===== config.mk =====
export PLATFORM = sky130hd
export DESIGN_NAME = scmp_bus_target
export DESIGN_NICKNAME = d
export VERILOG_FILES = /design/src/rtl/scmp_bus_pak.sv /design/src/rtl/scmp_bus_lat_ctr.sv /design/src/rtl/scmp_bus_target.sv
export SDC_FILE = /design/constraint.sdc
export NUM_CORES = 1
export LEC_CHECK = 0
export ABC_AREA = 1
export CORE_ASPECT_RATIO = 1.5
export CORE_MARGIN = 3
export CORE_UTILIZATION = 40
export DETAILED_ROUTE_END_ITERATION = 7
export MAX_ROUTING_LAYER = met4
export PLACE_DENSITY_LB_ADDON = 0.12
export SYNTH_ARGS = -nofsm -noshare
export SYNTH_HDL_FRONTEND = slang
export SYNTH_SLANG_ARGS = --single-unit

===== constraint.sdc =====
create_clock -name clk -period 1.6 [get_ports clk]
set_input_delay 0.16 -clock clk [delete_from_list [all_inputs] [get_ports clk]]
set_output_delay 0.16 -clock clk [all_outputs]
set_load 0.01 [all_outputs]

===== src/rtl/scmp_bus_pak.sv =====
// Shared types and constants for the SC/MP external-bus responder.
package scmp_bus_pak;

  // Bus-cycle phases seen from the target side.
  typedef enum logic [1:0] {
    IDLE  = 2'd0,
    ADDR  = 2'd1,
    READ  = 2'd2,
    WRITE = 2'd3
  } BUS_ST_t;

  // Bit positions of the status flags inside the 4-bit {H,D,I,R} nibble.
  localparam int unsigned FLG_IX_R = 0;
  localparam int unsigned FLG_IX_I = 1;
  localparam int unsigned FLG_IX_D = 2;
  localparam int unsigned FLG_IX_H = 3;

  // Value the CPU sees when nobody drives the data bus.
  localparam logic [7:0] OPEN_BUS = 8'hFF;

  // Width of the read-latency down-counter (latency range 1..4).
  localparam int unsigned LAT_W = 3;

endpackage


===== src/rtl/scmp_bus_lat_ctr.sv =====
// Read-latency down-counter: counts RD_LAT clocks after a load, then raises
// capture for one clock and holds ready until cleared.
module scmp_bus_lat_ctr
  import scmp_bus_pak::*;
#(
  parameter int unsigned RD_LAT = 1
) (
  input  logic clk,
  input  logic rst,
  input  logic clr,      // abandon / finish the access
  input  logic load,     // start counting RD_LAT clocks
  input  logic set_rdy,  // ready at once, no memory involved
  output logic capture,  // read data is valid on the memory port this clock
  output logic ready
);

  logic [LAT_W-1:0] lat_cnt, lat_cnt_d;
  logic             busy_q, busy_d;
  logic             ready_q, ready_d;

  // Counter and status registers.
  always_ff @(posedge clk or posedge rst) begin
    if (rst) begin
      lat_cnt <= '0;
      busy_q  <= 1'b0;
      ready_q <= 1'b0;
    end else begin
      lat_cnt <= lat_cnt_d;
      busy_q  <= busy_d;
      ready_q <= ready_d;
    end
  end

  // Next-state: clear wins over load, load over immediate-ready.
  always_comb begin
    lat_cnt_d = lat_cnt;
    busy_d    = busy_q;
    ready_d   = ready_q;
    if (clr) begin
      lat_cnt_d = '0;
      busy_d    = 1'b0;
      ready_d   = 1'b0;
    end else if (load) begin
      lat_cnt_d = LAT_W'(RD_LAT);
      busy_d    = 1'b1;
      ready_d   = 1'b0;
    end else if (set_rdy) begin
      lat_cnt_d = '0;
      busy_d    = 1'b0;
      ready_d   = 1'b1;
    end else if (busy_q) begin
      if (lat_cnt == '0) begin
        busy_d  = 1'b0;
        ready_d = 1'b1;
      end else begin
        lat_cnt_d = lat_cnt - LAT_W'(1);
      end
    end
  end

  assign capture = busy_q && (lat_cnt == '0);
  assign ready   = ready_q;

endmodule


===== src/rtl/scmp_bus_target.sv =====
// SC/MP external-bus target: decodes ADS_n/RD_n/WR_n cycles, drives a
// synchronous single-port memory and reports bus-protocol errors.
module scmp_bus_target
  import scmp_bus_pak::*;
#(
  parameter int unsigned RD_LAT   = 1,
  parameter int unsigned MEM_SIZE = 4096
) (
  input  logic        clk,
  input  logic        rst,
  input  logic [11:0] cpu_addr,
  input  logic [7:0]  cpu_D_o,
  input  logic        cpu_ADS_n,
  input  logic        cpu_RD_n,
  input  logic        cpu_WR_n,
  output logic [7:0]  cpu_D_i,
  output logic [15:0] mem_addr,
  output logic        mem_rd,
  output logic        mem_wr,
  output logic [7:0]  mem_wdata,
  input  logic [7:0]  mem_rdata,
  output logic [3:0]  cyc_flags,
  output logic [15:0] fetch_cnt,
  output logic        err_both,
  output logic        err_no_ads
);

  BUS_ST_t     state_q, state_d;
  logic [15:0] mem_addr_q, mem_addr_d;
  logic [3:0]  flags_q, flags_d;
  logic [7:0]  wdata_q, wdata_d;
  logic [7:0]  rdata_q, rdata_d;
  logic [15:0] fetch_cnt_q, fetch_cnt_d;
  logic        mem_rd_q, mem_rd_d;
  logic        mem_wr_q, mem_wr_d;
  logic        err_both_q, err_both_d;
  logic        err_no_ads_q, err_no_ads_d;
  logic        strb_prev_q;

  logic        lat_clr, lat_load, lat_set_rdy, lat_capture, lat_ready;
  logic        strb_now, strb_both, mapped;
  logic [15:0] ads_addr;
  logic [3:0]  ads_flags;

  assign strb_now  = !cpu_RD_n || !cpu_WR_n;
  assign strb_both = !cpu_RD_n && !cpu_WR_n;
  assign mapped    = 32'(mem_addr_q) < MEM_SIZE;
  // During ADS_n the data bus carries {H,D,I,R,A15:12}.
  assign ads_addr  = {cpu_D_o[3:0], cpu_addr};
  assign ads_flags = cpu_D_o[7:4];

  scmp_bus_lat_ctr #(
    .RD_LAT(RD_LAT)
  ) u_lat (
    .clk    (clk),
    .rst    (rst),
    .clr    (lat_clr),
    .load   (lat_load),
    .set_rdy(lat_set_rdy),
    .capture(lat_capture),
    .ready  (lat_ready)
  );

  // State and output registers.
  always_ff @(posedge clk or posedge rst) begin
    if (rst) begin
      state_q      <= IDLE;
      mem_addr_q   <= '0;
      flags_q      <= '0;
      wdata_q      <= '0;
      rdata_q      <= '0;
      fetch_cnt_q  <= '0;
      mem_rd_q     <= 1'b0;
      mem_wr_q     <= 1'b0;
      err_both_q   <= 1'b0;
      err_no_ads_q <= 1'b0;
      strb_prev_q  <= 1'b0;
    end else begin
      state_q      <= state_d;
      mem_addr_q   <= mem_addr_d;
      flags_q      <= flags_d;
      wdata_q      <= wdata_d;
      rdata_q      <= rdata_d;
      fetch_cnt_q  <= fetch_cnt_d;
      mem_rd_q     <= mem_rd_d;
      mem_wr_q     <= mem_wr_d;
      err_both_q   <= err_both_d;
      err_no_ads_q <= err_no_ads_d;
      strb_prev_q  <= strb_now;
    end
  end

  // Bus-cycle decode: next state, memory strobes and error pulses.
  always_comb begin
    state_d      = state_q;
    mem_addr_d   = mem_addr_q;
    flags_d      = flags_q;
    wdata_d      = wdata_q;
    rdata_d      = rdata_q;
    fetch_cnt_d  = fetch_cnt_q;
    mem_rd_d     = 1'b0;
    mem_wr_d     = 1'b0;
    err_both_d   = 1'b0;
    err_no_ads_d = 1'b0;
    lat_load     = 1'b0;
    lat_set_rdy  = 1'b0;

    if (state_q == READ && lat_capture) rdata_d = mem_rdata;

    unique case (state_q)
      IDLE: begin
        if (!cpu_ADS_n) begin
          mem_addr_d = ads_addr;
          flags_d    = ads_flags;
          state_d    = ADDR;
        end else if (strb_now && !strb_prev_q) begin
          // Only the falling strobe reports; a held strobe stays quiet.
          err_no_ads_d = 1'b1;
        end
      end
      ADDR: begin
        if (!cpu_ADS_n) begin
          mem_addr_d = ads_addr;
          flags_d    = ads_flags;
        end else if (strb_both) begin
          err_both_d = 1'b1;
          state_d    = IDLE;
        end else if (!cpu_RD_n) begin
          state_d = READ;
          if (mapped) begin
            mem_rd_d = 1'b1;
            lat_load = 1'b1;
          end else begin
            lat_set_rdy = 1'b1;
            rdata_d     = OPEN_BUS;
          end
        end else if (!cpu_WR_n) begin
          state_d = WRITE;
          wdata_d = cpu_D_o;
        end
      end
      READ: begin
        if (!cpu_ADS_n) begin
          mem_addr_d = ads_addr;
          flags_d    = ads_flags;
          state_d    = ADDR;
        end else if (strb_both) begin
          err_both_d = 1'b1;
          state_d    = IDLE;
        end else if (cpu_RD_n) begin
          state_d = IDLE;
          if (lat_ready && flags_q[FLG_IX_I] && fetch_cnt_q != 16'hFFFF) begin
            fetch_cnt_d = fetch_cnt_q + 16'd1;
          end
        end
      end
      WRITE: begin
        if (!cpu_ADS_n) begin
          mem_addr_d = ads_addr;
          flags_d    = ads_flags;
          state_d    = ADDR;
        end else if (strb_both) begin
          err_both_d = 1'b1;
          state_d    = IDLE;
        end else if (!cpu_WR_n) begin
          wdata_d = cpu_D_o;
        end else begin
          mem_wr_d = mapped;
          state_d  = IDLE;
        end
      end
      default: state_d = IDLE;
    endcase
  end

  // Any exit from READ drops the pending access so late data is ignored.
  assign lat_clr = (state_d != READ);

  assign cpu_D_i    = (state_q == READ && lat_ready) ? rdata_q : OPEN_BUS;
  assign mem_addr   = mem_addr_q;
  assign mem_rd     = mem_rd_q;
  assign mem_wr     = mem_wr_q;
  assign mem_wdata  = wdata_q;
  assign cyc_flags  = flags_q;
  assign fetch_cnt  = fetch_cnt_q;
  assign err_both   = err_both_q;
  assign err_no_ads = err_no_ads_q;

endmodule


* Yosys cells after proc, flatten, opt, wreduce, memory -nomap -nowiden *
Index checks and enable logic that the tools add are counted.

storage, ports and cells
  register bits after elaboration = 64
  logic and storage cells = 117
  input bits = 33
  memories kept = 0
  ROM bits = 0
  bits in latches = 0
  memory bits (writable) = 0

cells by class
  reductions and logical operators = 22
  multiply operators = 0
  multiplexer cells = 65
  $lt $le $gt $ge = 1
  $add $sub $neg = 2
  equal/unequal tests = 12
  bitwise operators = 1
  div/mod/pow operators = 0
  shift operators = 0

operator list
  operator                                                                         count
  8-bit 2-to-1 mux                                                                 13
  16-bit 2-to-1 mux                                                                2
  1-bit 2-to-1 mux                                                                 30
  2-bit 2-to-1 mux                                                                 11
  16-bit by 1-bit adder with 16-bit output (second input constant)                 1
  16-bit by 13-bit less-than comparator with 1-bit output (second input constant)  1
  16-bit != test (second input constant)                                           1
  8-bit one-hot mux with 2 select lines                                            1
  3-bit 2-to-1 mux                                                                 5
  2-bit != test (second input constant)                                            7
  4-bit 2-to-1 mux                                                                 2
  2-bit one-hot mux with 4 select lines                                            1
  4-bit nonzero test                                                               2
  1-bit logical AND                                                                7
  6-bit AND reduction                                                              1
  5-bit AND reduction                                                              1
  2-bit == test (second input constant)                                            2
  4-bit != test (second input constant)                                            1
  2-bit AND reduction                                                              2
  4-bit OR reduction                                                               1
  1-bit logical NOT                                                                3
  3-bit logical NOT                                                                1
  3-bit OR reduction                                                               1
  3-bit by 1-bit subtractor with 3-bit output (second input constant)              1
  other kinds (5)                                                                  5

* Longest topological paths before layout *
Gate-level depths: netlist of run 1.

  word-level depth = 9
  gate-level depth with buffers = 10
  gate-level depth less buffers = 9

* By module *
From an unflattened synthesis of run 1, not the netlist that was laid out.

unflattened totals
  cells, all modules = 398
  area total of the unflattened synthesis = 3123.0 um^2

by module, submodules not included
  module            area an instance (um^2)  sequential area each (um^2)  times used  cells an instance
  scmp_bus_target   2825.2                   1476.4                       1           359
  scmp_bus_lat_ctr  297.8                    125.1                        1           39

* Worst setup path before layout of run 1 *
No wires, ideal clock.

  path kind = register -> register
  start point = register fetch_cnt_q[0], in the netlist fetch_cnt[0]
  end point = register fetch_cnt_q[7], in the netlist fetch_cnt[7]
  arrival time = 1493 ps
  required time = 1483 ps
  path buffers = 2
  stages on the path, launching flop included = 11
  library setup time = 117 ps
  setup slack = -10 ps
  cell sequence = dfrtp_1 > ha_1 > nand2_1 > nor2_4 > nand2_1 > nor2_1 > nor2_2 > buf_6 > buf_8 > nand2_1 > nand2_1

between the ends
  word-level cells in the longest chain between the ends = 3

RTL lines
  what                                                                              RTL line               RTL
  from (decl)                                                                       scmp_bus_target.sv:33  logic [15:0] fetch_cnt_q, fetch_cnt_d;
  from (signal assigned)                                                            scmp_bus_target.sv:84  fetch_cnt_q <= fetch_cnt_d;
  branches (longest 3 deep; another with 16-bit by 1-bit adder with 16-bit output)  -

Several ways; the timed one is not identified.
A chain may end at the register's enable or synchronous reset.

* Worst setup path in the final report of run 1 *
  start point = register state_q[0]
  end point = register fetch_cnt_q[2], in the netlist fetch_cnt[2]

between the ends
  word-level cells in the longest chain between the ends = 2

RTL lines
  what                                  RTL line                RTL
  from (decl)                           scmp_bus_target.sv:28   BUS_ST_t state_q, state_d;
  from (signal assigned)                scmp_bus_target.sv:79   state_q <= state_d;
  2-bit == test                         scmp_bus_target.sv:110  unique case (state_q)
  5-bit AND reduction (no source line)  -

No other way between the ends.

==> results.yml, run 1 <==
route:
  wire_per_inst_um: 13.0
  finalWirelength_um: 8010
  vias_per_cell: 4.76
  drc_errors: 0
  ant_nets: 0
  drtIter0Drc: 100
  firstDrtPassIters: 4
  routed-via-count: 2934
placed_design:
  gp_congestion: 0.833
  hpwl_um: 5830
  dpl_cell_area_um2: 4270
  port_buffers: 88
setup_path:
  worst-setup-path-type: "flip-flop to flip-flop"
  crit_arrival_ps: 1800
  cp-start-kind: "flip-flop"
  crit_fanout: 6
  required_ps: 1830
  cp-end-kind: "flip-flop"
  reg2reg_depth: 9
global_routing:
  grt_first_pass_wirelength_um: 13200
  gr-usage-all-layers: 0.196
  grt_pass1_vias: 2898
  grt_max_degree: 65
  antenna_found_initial: 0
  grt_overflow_total: 0
layout:
  multiInputGateArea_um2: 1320
  num-nets-final: 547
  area_delta_synth_final_pct: 47.4
  drive_gt1_frac: 0.136
  final-seq-area_um2: 1600
  final_area_um2: 4580
  utilization: 0.618
  fillers: 694
  final_cell_mix: "nand2_1, clkdlybuf4s50_1, dfrtp_1"
  n_antenna_cell: 0
  final_common_cell: "nand2_1"
timing:
  finalSetupViolations: 0
  rsz0062_at_grt: "yes"
  worst_pin_slew_ps: 371
  setup_tns_ps: 0
  max_freq_mhz: 638
  drv_slew: 0
  finalClockSkew_ps: 3.65
  hold_slack_ps: 255
  slew-limit-headroom: 0.752
  period_share: 0.979
  period_minus_slack_ps: 1570
  hold_violations: 0
die:
  rows: 38
  die_area_um2: 8890
  ios: 89
  coreArea_um2: 7420
  die_x_um: 78
  initial_core_util: 0.419
  die_h_um: 114
yosys:
  synth_compound_area_frac: 0.0623
  synth_nets: 428
  synth_xor_area_frac: 0.0253
  ys.flop_type: "dfrtp_1"
  synth_top_family_by_area: "simple AND/OR/NAND/NOR gates"
  netlist_area_um2: 3110
  synth_cell_types: 29
  synthArstFlopShare: 1.00
  synth_edf_count: 0
  synth_simple_gate_area_frac: 0.304
  synth.avg_cell_area_um2: 7.93
  syn_inst: 392
  synth_seq_area_share: 0.515
  synth_fa_ha_area_frac: 0.0121
  muxShareOfSynthArea: 0
  ys_ff_latch: 64
  ys_warn_count: 0
clock_network:
  cts_tree: "built"
  clk_pin_slew_ps: 70
  postCtsHoldBufs: 0
  cts.sinks: 64
  clkLatencyLatePin_ps: 340
  cts_root_buf: "clkbuf_8"
  cts_made_buffers: 9
  htreeDepth: 3
  clock_path_buffers: 2
job:
  maxCapViolCount: 0
power_and_ir_drop:
  p_per_area_nw_per_um2: 823
  peakVddDrop_v: 0.000788
  p_leak_nw: 2.27
  power_mw: 3.77
run_status:
  status: "finished clean"
min_path:
  hold_path_class: "input port to asynchronous set/reset pin"
==> state kept, by name, indices dropped and copies added (netlist names) <==
| register | cells |
|---|---|
| mem_wr | 1 |
| state_q | 2 |
| rdata_q | 8 |
| mem_rd | 1 |
| err_both | 1 |
| u_lat.busy_q | 1 |
| err_no_ads | 1 |
| u_lat.ready | 1 |
| mem_wdata | 8 |
| fetch_cnt | 16 |
| strb_prev_q | 1 |
| cyc_flags | 4 |
| u_lat.lat_cnt | 3 |
| mem_addr | 16 |
==> path summary, 6_finish.rpt <==
| kind | from | end | slack, ps |
|---|---|---|---|
| setup / recovery | state_q[0] | fetch_cnt[2] | 30 |
| hold / removal | rst | rdata_q[3] | 250 |
| setup reg to reg | state_q[0] | fetch_cnt[2] | 30 |
| hold reg to reg | strb_prev_q | err_no_ads | 400 |
| max in group asynchronous | rst | fetch_cnt[0] | 1050 |
| min in group clk | cpu_addr[2] | mem_addr[2] | 350 |
==> synthesized netlist by cell type, types with 3 or more instances <==
cell type | number | share of area
clkbuf_1 | 7 | 0.0084
dfrtp_1 | 64 | 0.51
ha_1 | 3 | 0.012
inv_1 | 47 | 0.057
nand2_1 | 150 | 0.18
nand3_1 | 20 | 0.032
nand4_1 | 13 | 0.026
nor2_1 | 31 | 0.037
o21ai_0 | 19 | 0.031
o21ai_1 | 3 | 0.0048
o21ai_2 | 5 | 0.014
xnor2_1 | 6 | 0.017
xor2_1 | 3 | 0.0084
==> per-stage QoR <==
step | instances | setup slack [ps]
CTS | 614 | 5.58
finish | 616 | 33.3
global placement | 592 | -47.3
detailed placement | 592 | -74.6
global route | 616 | -65.6
floorplan | 392 | 27.1
==> worst max-delay path: stages, from the launching register on <==
cell        delay [ps]
dfrtp_1            390
inv_2               80
nand2_4             80
nor2_4             150
buf_6              120
nand3_4             60
nor2_4             200
clkinvlp_4         220
nand2_1            100
o21ai_1             60
==> where the power goes <==
| group | internal, mW | switching (mW) | leakage (nW) |
|---|---|---|---|
| Combinational | 0.319 | 0.276 | 1.40 |
| Sequential | 1.72 | 0.0661 | 0.768 |
| Clock | 0.800 | 0.593 | 0.103 |
==> layer usage <==
metal / vias up / part of all wire / track usage
met4: 0 / 0.017 / 0.0735
li1: 1456 / - / -
met1: 1386 / 0.39 / 0.204
met2: 80 / 0.55 / 0.354
met3: 12 / 0.045 / 0.0498
met5: - / 0 / -
==> cell families after synthesis <==
group	Yosys count
AO/OA/AOI/OAI	33
buffers and inverters	60
XOR/XNOR	9
adder cells (fa/ha/maj)	3
flip-flops	64
AND/OR/NAND/NOR	223
==> cell type report <==
class / instances / share of cell area
Inverter: 48 / 0.0409
Timing Repair inverter: 1 / 0.00164
Timing Repair Buffer: 118 / 0.250
Multi-Input combinational cell: 269 / 0.287
Sequential cell: 64 / 0.350
Clock inverter: 3 / 0.00873
Clock buffer: 13 / 0.0347
Tap cell: 100 / 0.0273
==> what timing repair did <==
action | 4_1_cts | 5_1_grt
setup endpoints to repair | 17 | 22
cloned | 2 | 0
pin swaps | 5 | 6
resized for setup | 19 | 10
endpoints found under the hold margin | 0 | 0
buffers inserted | 4 | 2
No activity file was read; power rests on OpenSTA's default activity.
==> run 2, diff against run 1 <==
CELL_PAD_IN_SITES_DETAIL_PLACEMENT = 0   (was not set)
CELL_PAD_IN_SITES_GLOBAL_PLACEMENT = 1   (was not set)
CORE_UTILIZATION = 31   (was 40)
REMOVE_ABC_BUFFERS = 1   (was not set)
==> results.yml, run 2 (synthesized netlist as in run 1, its figures left out) <==
setup_path:
  worst-setup-path-type: "flip-flop to primary output"
  critPathMaxStageDelay_ps: 580
  crit_chain: "clkdlybuf4s50_1"
  crit_buf_inv: 1
  r2r_end: "fetch_cnt[4]"
  required_ps: 1440
  timing.rr.start: "state_q[0]"
  crit_arrival_ps: 1390
  reg2reg_depth: 11
  crit_slowest_cell: "clkdlybuf4s50_1"
  r2r_setup_slack_ps: 120
  crit_fanout: 6
  crit_family: "buffers and inverters"
  cp-end-kind: "primary output"
  cp-start-kind: "flip-flop"
layout:
  num-nets-final: 550
  area_delta_synth_final_pct: 51.5
  final_cell_mix: "nand2_1, clkdlybuf4s50_1, dfrtp_1"
  n_antenna_cell: 0
  utilization: 0.484
  final_common_cell: "nand2_1"
  drive_gt1_frac: 0.143
route:
  routed-via-count: 2894
  firstDrtPassIters: 4
  drc_errors: 0
  met1Wirelength_um: 3520
  finalWirelength_um: 8660
  vias_per_cell: 4.56
  dr_wl_met3_um: 225
  dr_wl_met2_um: 4650
  ant_nets: 0
  drtIter0Drc: 112
  wire_per_inst_um: 13.7
  routed.top_layer: "met4"
power_and_ir_drop:
  p_per_area_nw_per_um2: 931
  peakVddDrop_v: 0.000650
  internal-power_mw: 3.33
  switching_share: 0.241
  clock_power_share: 0.456
  power.switching_mw: 1.06
  p_seq_frac: 0.408
  p_leak_nw: 2.32
  power_frac_comb: 0.137
  power_mw: 4.39
clock_network:
  cts_root_buf: "clkbuf_16"
  clk_pin_slew_ps: 60
  htreeDepth: 3
  cts_made_buffers: 9
  cts.sinks: 64
  cts_tree: "built"
  postCtsHoldBufs: 0
  clock_path_buffers: 2
  clkLatencyLatePin_ps: 330
timing:
  max_freq_mhz: 646
  hold_slack_ps: 120
  drv_slew: 0
  worst_pin_slew_ps: 382
  slew-limit-headroom: 0.745
  hold_violations: 0
  period_minus_slack_ps: 1550
  finalSetupViolations: 0
  finalClockSkew_ps: 6.32
  setup_tns_ps: 0
  period_share: 0.967
  rsz0062_at_grt: "yes"
min_path:
  hold_path_class: "input port to asynchronous set/reset pin"
die:
  ios: 89
  rows: 44
  coreArea_um2: 9740
  die_x_um: 87.8
  die_h_um: 129
  die_area_um2: 11300
  initial_core_util: 0.319
global_routing:
  antenna_found_initial: 0
  grt_max_degree: 30
  grt_pass1_vias: 2951
  grt_first_pass_wirelength_um: 14100
  gr-usage-all-layers: 0.168
  grt_overflow_total: 0
placed_design:
  hpwl_um: 6440
  gp_congestion: 0.828
  port_buffers: 88
run_status:
  status: "finished clean"
job:
  maxCapViolCount: 0
run 2: final cells by class:
| cell class | instances | area, um^2 |
|---|---|---|
| fill | 987 | 5030 |
| sequential | 64 | 1600 |
| multi-input combinational | 268 | 1290 |
| timing repair buffer | 123 | 1190 |
| clock buffer | 11 | 253 |
| inverter | 48 | 180 |
| tap | 115 | 144 |
| clock inverter | 5 | 55.1 |
run 2: how the worst max path moves through the flow:
stage / slack [ps] / start / cells past startpoint / to
2_1_floorplan: -490 / fetch_cnt[0] / 9 / fetch_cnt[2]
3_3_place_gp: 50 / cpu_ADS_n / 9 / fetch_cnt[2]
3_5_place_dp: 20 / cpu_ADS_n / 9 / fetch_cnt[6]
4_1_cts: -3 / state_q[0] / 6 / cpu_D_i[0]
5_1_grt: -10 / state_q[0] / 6 / cpu_D_i[4]
6_report: 50 / fetch_cnt[2] / 1 / fetch_cnt[2]
run 2: routing by layer:
layer / up-vias / global-route usage
li1: 1464 / -
met1: 1348 / 0.191
met2: 65 / 0.285
met3: 17 / 0.0211
met4: 0 / 0.0894
met5: - / -
run 2: per-stage QoR:
stage	setup WS [ps]	instances	area (um^2)
2_1_floorplan	-491	380	3040
3_3_place_gp	46.2	611	4320
3_5_place_dp	24.9	611	4320
4_1_cts	-2.93	632	4680
5_1_grt	-12.0	634	4710
6_report	52.6	634	4710
run 2: power groups by stage:
stage | logic [mW] | registers [mW] | clock network [mW]
after floorplan | 0.167 | 1.85 | 0
after global placement | 0.593 | 1.81 | 0
after detailed placement | 0.599 | 1.81 | 0
after CTS | 0.606 | 1.79 | 2.03
after global routing | 0.664 | 1.80 | 2.11
final | 0.599 | 1.79 | 2.00
run 2: timing repair:
item	CTS	global route
endpoints found under the setup margin	8	27
setup buffers	5	2
pin swaps	1	3
cloned	0	0
resized for setup	20	11
==> patch 1 (settings of run 2) <==
Change the package constant `LAT_W` from 3 to 2.
--- a/src/rtl/scmp_bus_pak.sv
+++ b/src/rtl/scmp_bus_pak.sv
@@ -19,7 +19,7 @@
   localparam logic [7:0] OPEN_BUS = 8'hFF;
 
   // Width of the read-latency down-counter (latency range 1..4).
-  localparam int unsigned LAT_W = 3;
+  localparam int unsigned LAT_W = 2;
 
 endpackage
 
Formal check against the unedited RTL: no difference found for any inputs over 4 cycles, from zero or initial values and one cycle with rst high; that may be too few to reach the edited logic, so the function may still have changed.
==> patch 1 against run 2 <==
- total power rose by 4.7%
- sequential cell count fell by 1
- wire length fell by 1.9%
- area after synthesis fell by 0.28%
- final area rose by 0.74%
- clock skew fell by 2.0 ps
- worst setup slack improved by 15 ps
- critical path depth did not move
- critical path type unchanged
- critical endpoint is now fetch_cnt[3]
- largest power group unchanged
==> patch 1: results (changes against run 2) <==
Final layout
  – Buffer share of cell area: 24.5% (-0.77 points)
  – Sequential share of cell area: 33.3% (-0.65 points)
  – Non-CTS buffers: 121 (-1.6%)
  – Layout cells sized above 1: 14.0% (-0.30 points)
  – Clk tree area frac: 7.33% (+0.80 points)
  – Seq cells: 63 (-1.6%)
  – Inverters: 51 (+6.3%)
  – Layout filler cell count: 963 (-2.4%)
  – Multi-input gates: 279 (+4.1%)
  – Multi-input gate area: 1320 sq um (+2.1%)

Detailed routing
  – Wire length on met1: 3530 microns (+0.37%)
  – Wire per inst: 13.2 microns (-3.6%)
  – Detailed Route Iter0 Violations: 155 (+38%)
  – Via count: 2884 (-0.35%)

Synth
  – Top area cells in the synthesized netlist: dfrtp_1 51%, nand2_1 21%, inv_1 5.9%
  – Sequential-to-total area share from yosys stat: 50.8% (-0.66 points)
  – Yosys cell types: 26 (-10%)

Place
  – Placed inst area: 4270 sq um (-1.3%)

Setup path
  – Crit path to: fetch_cnt[3]
  – Reg-to-Reg Start: state_q[1]
  – R2R setup slack: 120 ps (about the same)
  – R2r endpoint: fetch_cnt[11]
  – Worst reg2reg path depth: 10 (-1)
  – Arr. time, crit path: 1370 ps (-20 ps)

GRT
  – Grt met1 use: 19.1% (about the same)
  – Pin count of the biggest net entering global routing: 64 (+110%)
  – GR Layer Usage met2: 27.5% (-0.93 points)
  – GR Layer Usage met3: 4.04% (+1.9 points)
  – Vias in the first global route: 2928 (-0.78%)
  – GRT Util Overall: 16.6% (-0.28 points)
  – First-pass GRT wire length: 14100 microns (about the same)

STA
  – Relative slew slack: 73.2% (-1.3 points)
  – Worst hold margin: 223 ps (+103 ps)

Clock tree
  – Post_cts resized: 14 (-30%)

Pwr
  – Max VDD drop: 592 uV (-8.9%)
  – P_int: 3.56 mW (+7.0%)
  – Lkg Pwr: 2.28 nW (-1.4%)
  – P_comb: 568 uW (-5.2%)
  – Sequential Power: 1.75 mW (-2%)

Run status
  – Outcome: completed
patch 1: changes by cell type in the layout (fill, tap and decap cells not counted), sizes merged, moves of 3 or more:
cell,run 2,this run
nor2,35,30
o21ai,27,22
inv,48,51
buf,35,32
xor2,3,0
nand2,151,174
patch 1: kinds of logic after synthesis:
family | count (synthesis) | share of synthesized area [%]
fa+ha+maj | 2 | 0.807
compound gates | 28 | 5.12
xor+xnor | 6 | 1.69
flops | 63 | 50.8
simple gates | 240 | 33.5
buf+inv | 62 | 8.07
patch 1: metrics by stage:
stage	power [mW]	utilization [%]	std cells	setup WS, ps	setup TNS [ps]
2_1_floorplan	1.97	-	390	-130	-8170
3_3_place_gp	2.34	43.8	616	2.63	0
3_5_place_dp	2.35	43.8	616	-40.6	-51.9
4_1_cts	4.66	47.8	638	1.19	0
5_1_grt	4.81	48.7	645	-5.50	-5.50
6_report	4.59	48.7	645	67.4	0
==> patch 2 (flow settings as in run 2) <==
Without the edit above. The output `err_no_ads` loses its register stage (`err_no_ads_q` becomes a continuous assignment).
--- a/src/rtl/scmp_bus_target.sv
+++ b/src/rtl/scmp_bus_target.sv
@@ -73,7 +73,6 @@
       mem_rd_q     <= 1'b0;
       mem_wr_q     <= 1'b0;
       err_both_q   <= 1'b0;
-      err_no_ads_q <= 1'b0;
       strb_prev_q  <= 1'b0;
     end else begin
       state_q      <= state_d;
@@ -85,10 +84,11 @@
       mem_rd_q     <= mem_rd_d;
       mem_wr_q     <= mem_wr_d;
       err_both_q   <= err_both_d;
-      err_no_ads_q <= err_no_ads_d;
       strb_prev_q  <= strb_now;
     end
   end
+
+  assign err_no_ads_q = err_no_ads_d;
 
   // Bus-cycle decode: next state, memory strobes and error pulses.
   always_comb begin
Formal check against the unedited RTL: not equivalent (a bounded check fails within 4 cycles, from zero or initial values and one cycle with rst high).
==> patch 2 against run 2 <==
- final area is 2.4% higher
- worst setup slack improved by 9.8 ps
- global-route usage down 0.54 points
- cell count up 1.3%
- total power grew 2.7%
- sequential cell count is 1 lower
- register-to-register slack worse by 40 ps
- count of clock-buffer cells in the layout is 1 higher
- wire length is 3.2% lower
- area after synthesis is 0.80% lower
==> patch 2: results (changes against run 2) <==
Run status
  – Outcome: completed

Setup path
  – Worst reg2reg path depth: 9 (-2)
  – Arr. time, crit path: 1380 ps
  – Critical Path Fanout Max: 5 (-1)

STA
  – Clock Skew: 5.52 ps (-0.804 ps)
  – Relative slew slack: 75.5% (+0.97 points)

Synth
  – Cells after Synth: 391 (-0.26%)
  – Commonest cells post-synth: 150 x nand2_1, 63 x dfrtp_1, 47 x inv_1
  – Sequential-to-total area share from yosys stat: 51.1% (-0.39 points)
  – Post-synthesis xor/xnor area fraction: 2.55% (+0.021 points)
  – Synthesized-area fraction occupied by adder cells: 1.22% (+0.0098 points)
  – Synth async-reset ratio: 100% (unchanged)
  – Top area cells in the synthesized netlist: dfrtp_1 51%, nand2_1 18%, inv_1 5.7%
  – Share of the synthesized area in compound gates (AO/OA/AOI/OAI): 6.29% (+0.051 points)
  – Number of synthesized flops with an enable pin: 0 (unchanged)

GRT
  – Pin count of the biggest net entering global routing: 64 (+110%)
  – GRT Util Overall: 16.3% (-0.54 points)
  – Vias in the first global route: 2856 (-3.2%)
  – First-pass GRT wire length: 13600 microns (-3.0%)
  – Antenna violations before repair: 0 (unchanged)

Detailed routing
  – Vias/cell: 4.49 (-1.7%)
  – Final WL: 8380 microns (-3.2%)
  – Detailed Route Iter0 Violations: 75 (-33%)

Final layout
  – Layout filler cell count: 959 (-2.8%)
  – Fin nets: 559 (+1.6%)
  – Final std cells w/o fill: 642 (+1.3%)
  – Layout cells sized above 1: 16.7% (+2.4 points)

Pwr
  – Lkg Pwr: 2.41 nW (+4.1%)
  – Max VDD drop: 584 uV (-10%)

Place
  – Placed inst area: 4340 sq um (+0.35%)
  – Pre-CTS setup slack: -162 ps (-187 ps)
  – Final GP Congestion: 0.877 (+5.8%)
  – Hpwl dp: 6160 microns (-4.3%)
  – Placed cells: 617 (+0.98%)

Clock tree
  – Worst skew pair latency: 330 ps (about the same)
  – H-tree depth: 3 (unchanged)
-- patch 2: per-layer routing --
metal | GRT usage (%) | wire length [microns] | part of all wire [%] | vias to the layer above
met4 | 5.69 | 140 | 1.7 | 0
met2 | 27.3 | 4540 | 54 | 58
met1 | 18.8 | 3320 | 40 | 1324
met3 | 4.12 | 387 | 4.6 | 10
li1 | - | - | - | 1489
met5 | - | 0 | 0 | -
-- patch 2: logic make-up after synthesis --
kind of cell	count (synthesis)
and+or+nand+nor	223
DFF	63
buffers and inverters	60
AOI/OAI and AO/OA	33
xor gates and xnor gates	9
adders and majority gates	3
-- patch 2: power breakdown --
group	internal (mW)	leakage (nW)	switching (mW)
Combinational	0.325	1.49	0.273
Sequential	1.70	0.756	0.0681
Clock	1.48	0.165	0.665
-- patch 2: stage by stage --
step	setup TNS [ps]	utilization [%]
4_1_cts	-2.22	48.7
3_5_place_dp	-1600	44.8
2_1_floorplan	-13810	-
5_1_grt	-22.2	49.8
6_report	0	49.8
3_3_place_gp	-1530	44.8
-- patch 2: final timing paths --
path | start | to | slack, ps
worst max-delay path | state_q[0] | cpu_D_i[6] | 60
worst min-delay path | rst | fetch_cnt[13] | 220
worst max register to register | fetch_cnt[1] | fetch_cnt[0] | 80
worst min register to register | mem_wdata[3] | mem_wdata[3] | 480
max in group asynchronous | rst | state_q[1] | 1080
min in group clk | cpu_addr[6] | mem_addr[6] | 360
-- patch 2: final cells by class --
| class | instances | area share, % |
|---|---|---|
| Clock buffer | 12 | 5.52 |
| Clock inverter | 3 | 1.35 |
| Inverter | 48 | 3.84 |
| Multi-Input combinational cell | 268 | 27.0 |
| Sequential cell | 63 | 32.7 |
| Tap cell | 115 | 2.98 |
| Timing Repair Buffer | 132 | 26.5 |
| Timing Repair inverter | 1 | 0.104 |
-- patch 2: critical path, cell delays in order (launching register included) --
cell and delay [ps]:
dfrtp_1 380, inv_2 90, nand2_4 70, nor2_8 100
buf_12 110, nand2_1 70, clkdlybuf4s15_1 230
-- patch 2: repair_timing --
item,CTS,global route
buffers inserted,5,4
gates cloned,0,2
pin swaps,1,4
resized for setup,22,25
setup endpoints to repair,18,36
